--- src/rtl/draw_pkg.sv ---
// draw_pkg: shared types and constants for the drawing engines
package draw_pkg;
    typedef enum logic [2:0] {S_IDLE, S_AW, S_W, S_B, S_FIN} state_t;
    localparam int BURST_BEATS = 64;
    localparam int BURST_BYTES = 512;
    localparam logic [2:0] VRAM_BASE_TOP = 3'b001;
    localparam logic [1:0] AXI_RESP_OKAY = 2'b00;
endpackage

--- src/rtl/draw_vramfill_if.sv ---
// draw_vramfill_if: AXI AW/W/B write channels of one master port
interface draw_vramfill_if #(
    parameter int ADDR_W = 32,
    parameter int DATA_W = 64
);
    logic [ADDR_W-1:0]   awaddr;
    logic                awvalid;
    logic                awready;
    logic [DATA_W-1:0]   wdata;
    logic [DATA_W/8-1:0] wstrb;
    logic                wlast;
    logic                wvalid;
    logic                wready;
    logic [1:0]          bresp;
    logic                bvalid;
    logic                bready;
    modport master (
        output awaddr, awvalid, wdata, wstrb, wlast, wvalid, bready,
        input  awready, wready, bresp, bvalid
    );
    modport slave (
        input  awaddr, awvalid, wdata, wstrb, wlast, wvalid, bready,
        output awready, wready, bresp, bvalid
    );
endinterface

--- src/rtl/draw_beatcnt.sv ---
// draw_beatcnt: beat counter within one burst, flags the last beat
module draw_beatcnt
    import draw_pkg::*;
(
    input  logic ACLK,
    input  logic ARST,
    input  logic inc,
    output logic wlast
);
    logic [$clog2(BURST_BEATS)-1:0] cnt;
    // wraps back to zero on the last beat, ready for the next burst
    always_ff @(posedge ACLK) begin
        if (ARST) cnt <= '0;
        else if (inc) cnt <= cnt + 1'b1;
    end
    assign wlast = &cnt;
endmodule

--- src/rtl/draw_vramfill.sv ---
// draw_vramfill: AXI write master painting a VRAM region with one colour in 64-beat bursts
module draw_vramfill
    import draw_pkg::*;
#(
    parameter int C_M_AXI_ADDR_WIDTH = 32,
    parameter int C_M_AXI_DATA_WIDTH = 64
) (
    input  logic        ACLK,
    input  logic        ARST,
    input  logic        START,
    input  logic [28:0] BASEADDR,
    input  logic [15:0] NBURST,
    input  logic [23:0] FILLCOLOR,
    output logic        BUSY,
    output logic        DONE,
    output logic        BRESP_ERR,
    draw_vramfill_if.master m_axi
);
    localparam int SHIFT = $clog2(BURST_BYTES);
    state_t state;
    logic [28-SHIFT:0] addr;
    logic [15:0] remaining;
    logic [23:0] color;
    logic awvalid, wvalid, bready, wlast;
    logic unused_baseaddr;
    assign unused_baseaddr = ^BASEADDR[SHIFT-1:0];
    draw_beatcnt u_beatcnt (
        .ACLK  (ACLK),
        .ARST  (ARST),
        .inc   (wvalid & m_axi.wready),
        .wlast (wlast)
    );
    assign m_axi.awaddr  = C_M_AXI_ADDR_WIDTH'({VRAM_BASE_TOP, addr, {SHIFT{1'b0}}});
    assign m_axi.awvalid = awvalid;
    assign m_axi.wdata   = C_M_AXI_DATA_WIDTH'({8'h00, color, 8'h00, color});
    assign m_axi.wstrb   = {(C_M_AXI_DATA_WIDTH/8){wvalid}};
    assign m_axi.wlast   = wlast;
    assign m_axi.wvalid  = wvalid;
    assign m_axi.bready  = bready;
    always_ff @(posedge ACLK) begin
        if (ARST) begin
            state     <= S_IDLE;
            addr      <= '0;
            remaining <= '0;
            color     <= '0;
            awvalid   <= 1'b0;
            wvalid    <= 1'b0;
            bready    <= 1'b0;
            BUSY      <= 1'b0;
            DONE      <= 1'b0;
            BRESP_ERR <= 1'b0;
        end else begin
            DONE <= 1'b0;
            case (state)
                S_IDLE: if (START) begin
                    addr      <= BASEADDR[28:SHIFT];
                    remaining <= NBURST;
                    color     <= FILLCOLOR;
                    BRESP_ERR <= 1'b0;
                    BUSY      <= 1'b1;
                    awvalid   <= NBURST != 16'd0;
                    state     <= NBURST == 16'd0 ? S_FIN : S_AW;
                end
                S_AW: if (m_axi.awready) begin
                    awvalid <= 1'b0;
                    wvalid  <= 1'b1;
                    state   <= S_W;
                end
                S_W: if (m_axi.wready && wlast) begin
                    wvalid <= 1'b0;
                    bready <= 1'b1;
                    state  <= S_B;
                end
                // address wraps modulo the 512 MB window
                S_B: if (m_axi.bvalid) begin
                    bready    <= 1'b0;
                    remaining <= remaining - 16'd1;
                    addr      <= addr + 1'b1;
                    if (m_axi.bresp != AXI_RESP_OKAY) BRESP_ERR <= 1'b1;
                    if (remaining == 16'd1) begin
                        DONE  <= 1'b1;
                        BUSY  <= 1'b0;
                        state <= S_IDLE;
                    end else begin
                        awvalid <= 1'b1;
                        state   <= S_AW;
                    end
                end
                S_FIN: begin
                    DONE  <= 1'b1;
                    BUSY  <= 1'b0;
                    state <= S_IDLE;
                end
                default: state <= S_IDLE;
            endcase
        end
    end
endmodule
--- src/flat_wrapper.sv ---
// flat-port wrapper written by rule: the top's interface ports become plain ports
module draw_vramfill_flat import draw_pkg::*;
#(
    parameter int C_M_AXI_ADDR_WIDTH = 32,
    parameter int C_M_AXI_DATA_WIDTH = 64
)
  (ACLK, ARST, START, BASEADDR, NBURST, FILLCOLOR, BUSY, DONE, BRESP_ERR, m_axi_awaddr, m_axi_awvalid, m_axi_wdata, m_axi_wstrb, m_axi_wlast, m_axi_wvalid, m_axi_bready, m_axi_awready, m_axi_wready, m_axi_bresp, m_axi_bvalid);
  draw_vramfill_if m_axi_i ();
  input  logic ACLK;
  input  logic ARST;
  input  logic START;
  input  logic [28:0] BASEADDR;
  input  logic [15:0] NBURST;
  input  logic [23:0] FILLCOLOR;
  output logic BUSY;
  output logic DONE;
  output logic BRESP_ERR;
  output wire logic [$bits(m_axi_i.awaddr)-1:0] m_axi_awaddr;
  output wire logic [$bits(m_axi_i.awvalid)-1:0] m_axi_awvalid;
  output wire logic [$bits(m_axi_i.wdata)-1:0] m_axi_wdata;
  output wire logic [$bits(m_axi_i.wstrb)-1:0] m_axi_wstrb;
  output wire logic [$bits(m_axi_i.wlast)-1:0] m_axi_wlast;
  output wire logic [$bits(m_axi_i.wvalid)-1:0] m_axi_wvalid;
  output wire logic [$bits(m_axi_i.bready)-1:0] m_axi_bready;
  input wire logic [$bits(m_axi_i.awready)-1:0] m_axi_awready;
  input wire logic [$bits(m_axi_i.wready)-1:0] m_axi_wready;
  input wire logic [$bits(m_axi_i.bresp)-1:0] m_axi_bresp;
  input wire logic [$bits(m_axi_i.bvalid)-1:0] m_axi_bvalid;
  assign m_axi_awaddr = m_axi_i.awaddr;
  assign m_axi_awvalid = m_axi_i.awvalid;
  assign m_axi_wdata = m_axi_i.wdata;
  assign m_axi_wstrb = m_axi_i.wstrb;
  assign m_axi_wlast = m_axi_i.wlast;
  assign m_axi_wvalid = m_axi_i.wvalid;
  assign m_axi_bready = m_axi_i.bready;
  assign m_axi_i.awready = m_axi_awready;
  assign m_axi_i.wready = m_axi_wready;
  assign m_axi_i.bresp = m_axi_bresp;
  assign m_axi_i.bvalid = m_axi_bvalid;
  draw_vramfill #(.C_M_AXI_ADDR_WIDTH(C_M_AXI_ADDR_WIDTH), .C_M_AXI_DATA_WIDTH(C_M_AXI_DATA_WIDTH)) u_core (.ACLK(ACLK), .ARST(ARST), .START(START), .BASEADDR(BASEADDR), .NBURST(NBURST), .FILLCOLOR(FILLCOLOR), .BUSY(BUSY), .DONE(DONE), .BRESP_ERR(BRESP_ERR), .m_axi(m_axi_i));
endmodule
--- config.mk ---
export PLATFORM = sky130hd
export DESIGN_NAME = draw_vramfill_flat
export DESIGN_NICKNAME = d
export VERILOG_FILES = /design/src/rtl/draw_pkg.sv /design/src/rtl/draw_vramfill_if.sv /design/src/rtl/draw_beatcnt.sv /design/src/rtl/draw_vramfill.sv /design/src/flat_wrapper.sv
export SDC_FILE = /design/constraint.sdc
export NUM_CORES = 1
export LEC_CHECK = 0
export CAP_MARGIN = 20
export CORE_MARGIN = 5
export CORE_UTILIZATION = 45
export CTS_BUF_LIST = sky130_fd_sc_hd__clkbuf_8
export DETAILED_ROUTE_END_ITERATION = 16
export PLACE_DENSITY_LB_ADDON = 0.3
export SLEW_MARGIN = 25
export SYNTH_ARGS = -nofsm -noshare
export SYNTH_HDL_FRONTEND = slang
export SYNTH_HIERARCHICAL = 1
export SYNTH_SLANG_ARGS = --single-unit
--- constraint.sdc ---
create_clock -name ACLK -period 2.3 [get_ports ACLK]
set_clock_uncertainty 0.1 [all_clocks]
set_input_delay 0.69 -clock ACLK [delete_from_list [all_inputs] [get_ports ACLK]]
set_output_delay 0.69 -clock ACLK [all_outputs]
set_load 0.005 [all_outputs]
After elaboration in Yosys (flattened, before gate mapping)
Index checks and enable logic that the tools add are counted.
{ "word_totals": {"out_inout_bits": 111, "input_bits": 77, "reg_bits": 75, "word_cells": 81} }
{ "op_classes": {"eq_ne": 12, "reduce_logical": 19, "addsub": 3, "bitwise_logic": 1, "n_mux": 35} }
{ "op_table": {"columns": ["operator", "n"], "rows": [
  ["two-way mux 20 bit", 2],
  ["case mux 20 bit (2 select lines)", 1],
  ["two-way mux 16 bit", 2],
  ["case mux 16 bit (2 select lines)", 1],
  ["adder 20 x 1 -> 20 bit, second input constant", 1],
  ["two-way mux 1 bit", 17],
  ["equality test 16 x 1 -> 1 bit, second input constant", 1],
  ["zero test 16 bit", 1],
  ["nonzero test 16 bit", 1],
  ["subtractor 16 x 1 -> 16 bit, second input constant", 1],
  ["two-way mux 3 bit", 5],
  ["case mux 3 bit (4 select lines)", 1],
  ["AND reduction 4 bit", 3],
  ["AND reduction 3 bit", 3],
  ["inequality test 2 bit, second input constant", 4],
  ["case mux 1 bit (2 select lines)", 4],
  ["nonzero test 2 bit", 4],
  ["adder 6 x 1 -> 6 bit, second input constant", 1],
  ["equality test 3 x 2 -> 1 bit, second input constant", 2],
  ["inequality test 2 x 1 -> 1 bit, second input constant", 3],
  ["case mux 1 bit (3 select lines)", 2],
  ["AND reduction 6 bit", 1],
  ["nonzero test 3 bit", 2],
  ["AND reduction 5 bit", 1],
  ["6 further kinds", 6]
]} }

Depth between registers and ports, before layout
Gate-level depths: netlist of the first run.
{ "logic_depth": {"ltp_word": 4, "depth_mapped": 8, "depth_no_buf": 7} }

Modules after synthesis
Netlist of the first run, hierarchy kept.
{ "modules_own_cells": {"columns": ["module", "area_per_inst_um2", "cells_per_inst", "n_inst"], "rows": [
  ["draw_vramfill", 4259.1, 551, 1],
  ["draw_beatcnt", 251.5, 27, 1]
]} }

Least setup slack after synthesis of the first run
Ideal clock, no wire load.
{ "synth_timing": {"path_kind": "input to register", "from": "input START", "to": "register u_core.addr[18]", "path_slack_ns": 0.294, "arrival_time_ns": 1.787, "setup_ns": 0.120, "t_required_ns": 2.080, "cell_stages": 6, "cell_sequence": "or4b_4 > buf_6 > nand2_4 > buf_8 > o21ai_1 > a211o_1"} }
{ "synth_via": {"elab_chain_cells": 2} }
{ "synth_lines": {"columns": ["element", "line", "source"], "rows": [
  ["from (decl)", "flat_wrapper.sv:11", "input logic START;"],
  ["inequality test 2 bit (no source line)", null, null],
  ["AND reduction 3 bit (no source line)", null, null],
  ["to (signal assigned)", "draw_vramfill.sv:56", "addr <= BASEADDR[28:SHIFT];"],
  ["to (signal assigned)", "draw_vramfill.sv:78", "addr <= addr + 1'b1;"],
  ["to (decl)", "draw_vramfill.sv:21", "logic [28-SHIFT:0] addr;"]
]} }
Every way passes these cells.
A chain may end at the register's enable or synchronous reset.

Worst setup path after layout of the first run
{ "layout_timing": {"from": "register u_core.addr[11]", "to": "output m_axi_awaddr[20]"} }
{ "layout_lines": {"columns": ["element", "line", "source"], "rows": [
  ["to (decl)", "flat_wrapper.sv:18", "output wire logic [$bits(m_axi_i.awaddr)-1:0] m_axi_awaddr;"]
]} }
No word-level cell between the ends.

==> summary.md, run 1 <==
For the worst setup path, the data required time is 1.51 ns. Across every metal layer, demand over resource in global routing totals 21.9%. The routed length per placed instance is 15.9 um, and the maximum clock insertion buffer count is 2. Yosys mapped a number of flops with a built-in enable equal to 0.

Entering global routing, the biggest net connects 44 pins. After detailed routing, the number of remaining DRC violations is 0. The synthesized netlist occupies a cell area of 0.00451 mm^2.

The type of origin of the critical path was a flip-flop. From synthesis to final layout, the design area changed by 38.1%. Yosys mapped the design onto 69 distinct sky130hd cell types. The via count normalized by instance count came out at 5.54. 0 antenna diodes ended up in the layout. Global routing usage on met3: 5.18%. Measured against its own limit, the worst slew margin works out to 55.7%. The cell at the slowest stage of the critical path was sky130_fd_sc_hd__clkdlybuf4s50_1.

The tools report the number of nets in the layout as 796. The run finished with clean final reports. The synthesis warning total came out at 6. The number of flip-flops and latches in the synthesized netlist came out at 75.

The biggest area consumer among synthesized cells is sky130_fd_sc_hd__dfxtp_1. Once the floorplan was initialized, standard cells occupied 46.1% of the core. For met2 alone, demand over resource in global routing was 38.0%. The final layout contains routed wiring with a total length of 13.6 mm. The maximum fanout count along the critical path is 10, and the total congestion overflow is 0.

The clock root buffer master was sky130_fd_sc_hd__clkbuf_8. The worst path in the final design needs a cycle of 2.23 ns, including I/O delays and setup. For this run, the number of standard cells in the final layout without fillers is 853.

The actual transition at the worst max-transition pin works out to 0.659 ns. For this run, the slowest stage of the critical path takes 0.57 ns. Sequential elements use 33.3% of the synthesized area. Clock-pin slew was measured on the worst setup and hold paths at 0.08 ns. The global-route layer with the greatest usage was met2. The die outline height was 110 um. Measured along the x axis, the die boundary spans 110 um.

CTS built an H-tree with a depth of 3. The run gives 75 as the total number of clock tree sinks. The floorplan step defined a core boundary enclosing 0.00977 mm^2.

For the initial antenna violation count, the log shows 0. At the later pin of the worst-skew pair, clock insertion delay measures 0.35 ns. The worst setup slack for register-to-register paths is 0.18 ns, and the number of fill cells in the layout is 894. For met1 alone, demand over resource in global routing was 27.0%. TritonCTS built the clock tree.

Port buffering added 150 buffers. The count of maximum capacitance violations is 0. The most common cell in the netlist was sky130_fd_sc_hd__nand2_1. The share of layout cells above drive strength 1 came out at 11.7%. The logs give 5 for the length of the first detailed-routing pass in iterations and 4,468 for the via count of the first global-routing pass.

The min-delay analysis places its worst path in the category flip-flop to flip-flop. The run gives 837 as the placed cell count. The die covers 0.0121 mm^2. The congestion estimate from routability-driven global placement came to 0.871. The maximum vdd drop was 0.000338 V; the share of the synthesized area in the top cell type was 33.3%. The critical path's top delay family is buffers and inverters. After floorplanning, the core was divided into 36 placement rows. A synthesized cell averages 7.80 um^2. In the synthesized netlist the dominant register cell turns out to be sky130_fd_sc_hd__dfxtp_1.

For this run, the top clock speed supported by timing is 0.449 GHz. The detailed router finished its first iteration with 321 violations. In this run, post-CTS hold repair placed 0 buffers. The critical path in this run is classified as flip-flop to primary output. Setup repair after global routing left no endpoint under its margin.

The max-slew violation count is 0, and the count of buffer and inverter cells on the critical path is 1. Counting instances in the post-synthesis netlist gives the leading cell types as 77 x sky130_fd_sc_hd__nand2_1, 75 x sky130_fd_sc_hd__dfxtp_1, 60 x sky130_fd_sc_hd__buf_4. Once detailed placement completed, the half-perimeter wirelength came to 10.1 mm. The wire length of the first global-routing pass was 21.4 mm; the total I/O pin count was 188.

The total power per unit cell area was 675 mW/mm^2; the post-synthesis cell count was 578. Setup violations remaining at the end of the flow were counted as 0. Dividing the final minimum period by the clock period gives 96.8%. For the via count, the log shows 4,722. The final total negative setup slack was 0 ns; the fraction of registers with async set/reset was 0%.

Traced cell by cell, the critical path runs through clkdlybuf4s50_1. Counting the buffers created by CTS gives 9. The count of antenna-violating nets left after detailed routing came out at 0. STA classifies the critical path endpoint as a primary output. The tools report the hold violation count in the final report as 0. In the post-synthesis netlist, the biggest area contributors are sky130_fd_sc_hd__dfxtp_1 33%, sky130_fd_sc_hd__buf_4 10%, sky130_fd_sc_hd__nand2_1 6.4%. The run gives 2.28 nW as the total leakage power. STA puts the critical path data arrival time at 1.44 ns.
-- cells by family (layout without fill, tap and decap cells) --
kind of cell	count (synthesis)	after routing	synth area share, %
and+or+nand+nor	231	231	27.5
buffers and inverters	109	225	15.6
DFF	75	75	33.3
muxes	6	6	1.33
xor gates and xnor gates	4	4	0.777
other	2	28	0.166
AOI/OAI and AO/OA	147	147	20.3
adders and majority gates	4	4	1.11
-- where the power goes --
part | total [W] | internal, W | switching, W
Combinational | 0.00149 | 0.000797 | 0.000696
Clock | 0.00107 | 0.000540 | 0.000530
Sequential | 0.00164 | 0.00145 | 0.000186
Total | 0.00420 | 0.00279 | 0.00141
-- flip-flops by register name (all words and copies together) (netlist names) --
register / count
u_core/addr: 20
u_core/color: 24
u_core/BRESP_ERR: 1
u_core/m_axi.bready: 1
u_core/BUSY: 1
u_core/u_beatcnt/cnt: 6
u_core/DONE: 1
u_core/m_axi.awvalid: 1
u_core/m_axi.wvalid: 1
u_core/state: 3
u_core/remaining: 16
-- worst paths after layout --
path                        start                to  cells past startpoint
hold / removal    u_core/color[5]   u_core/color[5]                      2
setup reg to reg   u_core/addr[0]   u_core/addr[18]                      5
setup / recovery  u_core/addr[11]  m_axi_awaddr[20]                      1
hold reg to reg   u_core/color[5]   u_core/color[5]                      2
-- what timing repair did --
item	CTS	global route
resized for setup	6	2
endpoints found under the setup margin	10	2
setup buffers	0	0
gates cloned	0	0
hold endpoints to repair	0	0
pin swaps	1	1
-- per-layer routing --
layer  up-vias  wire [um]  part of all wire (%)
met5         -          0                     0
met4         0        234                   1.7
met3        24       1200                   8.8
met2       218       6710                    49
met1      2203       5460                    40
li1       2277          -                     -
-- final cells by class --
cell class,count,area (um^2),area share [%]
Multi-Input combinational cell,420,2420,38.8
Tap cell,133,166,2.67
Clock buffer,10,138,2.21
Clock inverter,6,71.3,1.14
Timing Repair Buffer,198,1890,30.4
Sequential cell,75,1510,24.2
Inverter,11,41.3,0.663
-- placed cells by master (no fill, tap or decap), drive strengths merged, types with 19 or more instances in the layout --
cell,Yosys,final
a21oi,55,55
buf,77,49
clkdlybuf4s50,0,148
conb,2,28
dfxtp,75,75
nand2,78,78
nand3,19,19
nor2,30,30
nor3,22,22
o21ai,31,31
-- stage by stage --
| step | util [%] | hold slack [ns] | setup slack, ns | instance area, um^2 | total power [W] |
|---|---|---|---|---|---|
| global placement | 61.5 | 0.353 | -0.285 | 6010 | 0.00309 |
| detailed placement | 61.5 | 0.363 | -0.285 | 6010 | 0.00314 |
| finish | 63.7 | 0.372 | 0.0734 | 6230 | 0.00420 |
| CTS | 63.7 | 0.375 | 0.0598 | 6220 | 0.00423 |
| floorplan | - | 0.350 | 0.294 | 4610 | 0.00250 |
| global route | 63.7 | 0.399 | 0.00318 | 6230 | 0.00445 |
Note: power is estimated with default switching activity, not from simulation.
==> run 2: changes to the inputs <==
Settings changed: CORE_ASPECT_RATIO from default to 0.6.
==> summary.md, run 2 (same netlist as run 1, synthesis figures left out) <==
The run finished with clean final reports. The run gives 39 (-11%) as the pin count of the biggest net entering global routing. The run gives 0.00632 mm^2 (+1.4%) as the design area.

The number of buffers created by CTS was 9 (unchanged); the worst-case setup margin in the final layout was 0.0749 ns (+0.00151 ns). The tools report the placed cell count as 843 (+0.72%). The total power draw was 0.00440 W (+4.7%); the wire length of the first global-routing pass was 21.3 mm (-0.52%). The filler-free cell count of the finished design is 861 (+0.94%). Total power per unit cell area: 696 mW/mm^2 (+3.2%). The logs give 2.34 nW (+2.5%) for the total leakage power and 422 (+31%) for the number of DRC markers in iteration 0. The endpoint arrival time on the critical path was 2.37 ns (+0.93 ns). The count of unresolved DRC violations after routing is 0 (unchanged), and the footprint of the multi-input gates is 0.00242 mm^2 (+0.10%).

The total number of clock tree sinks was 75 (unchanged). For the worst-case headroom to the max-slew limit, the log shows 55.8% (+0.070 points). The via count of the first global-routing pass was 4,176 (-6.5%); the share of layout cells above drive strength 1 was 12.5% (+0.87 points).

Clock tree synthesis selected as its root buffer the cell sky130_fd_sc_hd__clkbuf_8. The max-slew violation count is 0 (unchanged). The maximum vdd drop came out at 0.000381 V (+13%). For the full die area, the log shows 0.0122 mm^2 (+0.54%). The total congestion overflow was 0 (unchanged); the H-tree level count was 3 (unchanged). The logs give 0.923 (+6.1%) for the placer congestion estimate and 0.00981 mm^2 (+0.36%) for the floorplan core area. TritonCTS built the clock tree. The worst hold slack across all endpoints was 0.372 ns (-0.000223 ns); the overall routing resource usage was 21.2% (-0.68 points). The maximum fanout count along the critical path is 13 (+3), and the number of I/O port buffers is 150 (unchanged). The length of the first detailed-routing pass in iterations was 5 (unchanged); the final cycle utilization of the critical path was 96.7% (about the same). The tools report the number of fill cells in the layout as 843 (-5.7%).

The final period demand of the worst path came out at 2.23 ns (-0.00151 ns). The via count normalized by instance count was 5.42 (-2.2%); the effective utilization at floorplan was 46.0% (-0.16 points). The hold-fix buffer count after cts was 0 (unchanged); the die outline height was 87.6 um (-20%). The maximum clock insertion buffer count was 2 (unchanged); the area taken by flip-flops and latches was 0.00151 mm^2 (unchanged).

The initial antenna violation count was 0 (unchanged); the flip-flop count of the largest register after layout was 24 (unchanged). Setup repair after global routing left no endpoint under its margin. The number of antenna cells inserted came out at 0 (unchanged).

More flip-flops sit in one register than any other, and that register is u_core/color. The tools report the element type at the critical path end as a flip-flop. The total wirelength of the detailed-routed design was 13.9 mm (+2.2%). The signed area change from the synthesized netlist to the final layout works out to 40.1%.

The count of maximum capacitance violations is 0 (unchanged), and the pre-CTS setup slack is -0.279 ns (+0.00564 ns). The tools report the total I/O pin count as 188 (unchanged). The clock slew at the register clock pins of the worst setup and hold paths came out at 0.08 ns (about the same). The count of antenna-violating nets left after detailed routing came out at 0 (unchanged). The library cell used most frequently in the layout, excluding fill and tap cells, is sky130_fd_sc_hd__clkdlybuf4s50_1.

In this run the worst hold path is classified as flip-flop to flip-flop. The routed length per placed instance is 16.2 um (+1.3%). In the layout the commonest cells are 148 x sky130_fd_sc_hd__clkdlybuf4s50_1, 77 x sky130_fd_sc_hd__nand2_1, 72 x sky130_fd_sc_hd__dfxtp_1. The number of placement rows was 28 (-22%).

The largest registers in the layout are u_core/color (24), u_core/addr (20), u_core/remaining (16). The number of nets in the layout came out at 802 (+0.75%). Horizontal die dimension: 139 um (+26%). The worst setup path is of the input pin to flip-flop kind. Actual transition at the worst max-transition pin: 0.657 ns (-0.00104 ns). Placed wire-length estimate after detailed placement: 10.4 mm (+2.5%).

The clock network latency to the later pin of the worst-skew pair is 0.35 ns (about the same). The worst setup path is launched from an input pin. The highest clock frequency the design can meet came out at 0.449 GHz (about the same). The via count came out at 4,663 (-1.2%). The endpoint required time on the critical path is 2.44 ns (+0.93 ns).

The tools report the post-placement cell area as 0.00604 mm^2 (+0.54%). The number of failing setup endpoints in the final timing report was 0 (unchanged). For the hold violation count in the final report, the log shows 0 (unchanged).
==> run 2: layer usage <==
metal | vias to the layer above | global-route usage, % | wire length, um
met2 | 198 | 33.6 | 6360
met1 | 2165 | 29.5 | 6300
met5 | - | 0 | 0
met4 | 0 | 5.06 | 155
li1 | 2282 | - | -
met3 | 18 | 5.29 | 1100
==> run 2: critical path, stage by stage <==
cell                              delay [ns]
sky130_fd_sc_hd__clkdlybuf4s50_1        0.52
sky130_fd_sc_hd__or4b_4                 0.52
sky130_fd_sc_hd__nand2_4                0.13
sky130_fd_sc_hd__buf_12                 0.15
sky130_fd_sc_hd__a21oi_1                0.08
sky130_fd_sc_hd__a211oi_1               0.27
==> run 2: timing repair <==
action	in CTS	in global routing
pin swaps	0	0
setup buffers	0	2
gates cloned	0	0
endpoints found under the setup margin	1	15
gates resized for setup	5	6
==> run 2: worst paths after layout <==
path | slack [ns] | start | to | cells past startpoint
worst max-delay path | 0.07 | START | u_core/remaining[3] | 6
worst min-delay path | 0.37 | u_core/color[23] | u_core/color[23] | 2
worst max register to register | 0.30 | u_core/remaining[0] | u_core/remaining[8] | 6
worst min register to register | 0.37 | u_core/color[23] | u_core/color[23] | 2
==> run 2: layout make-up <==
type                    instances  share of cell area [%]
multi-input cells             420                    38.3
clock buffers                   9                    1.96
well taps                     135                    2.67
flip-flops and latches         75                    23.8
inverters                      11                   0.653
clock inverters                 7                    1.84
repair buffers                204                    30.8
==> run 2: per-stage QoR <==
stage                     util [%]  TNS (ns)
after detailed placement      61.6     -9.83
final                         64.4         0
after floorplan                  -         0
after global placement        61.6     -7.45
after global routing          64.4         0
after CTS                     64.1         0
==> run 2: power breakdown <==
part	total, W	switching, W	internal, W
Clock	0.00123	0.000509	0.000719
Sequential	0.00164	0.000186	0.00145
Combinational	0.00153	0.000716	0.000815
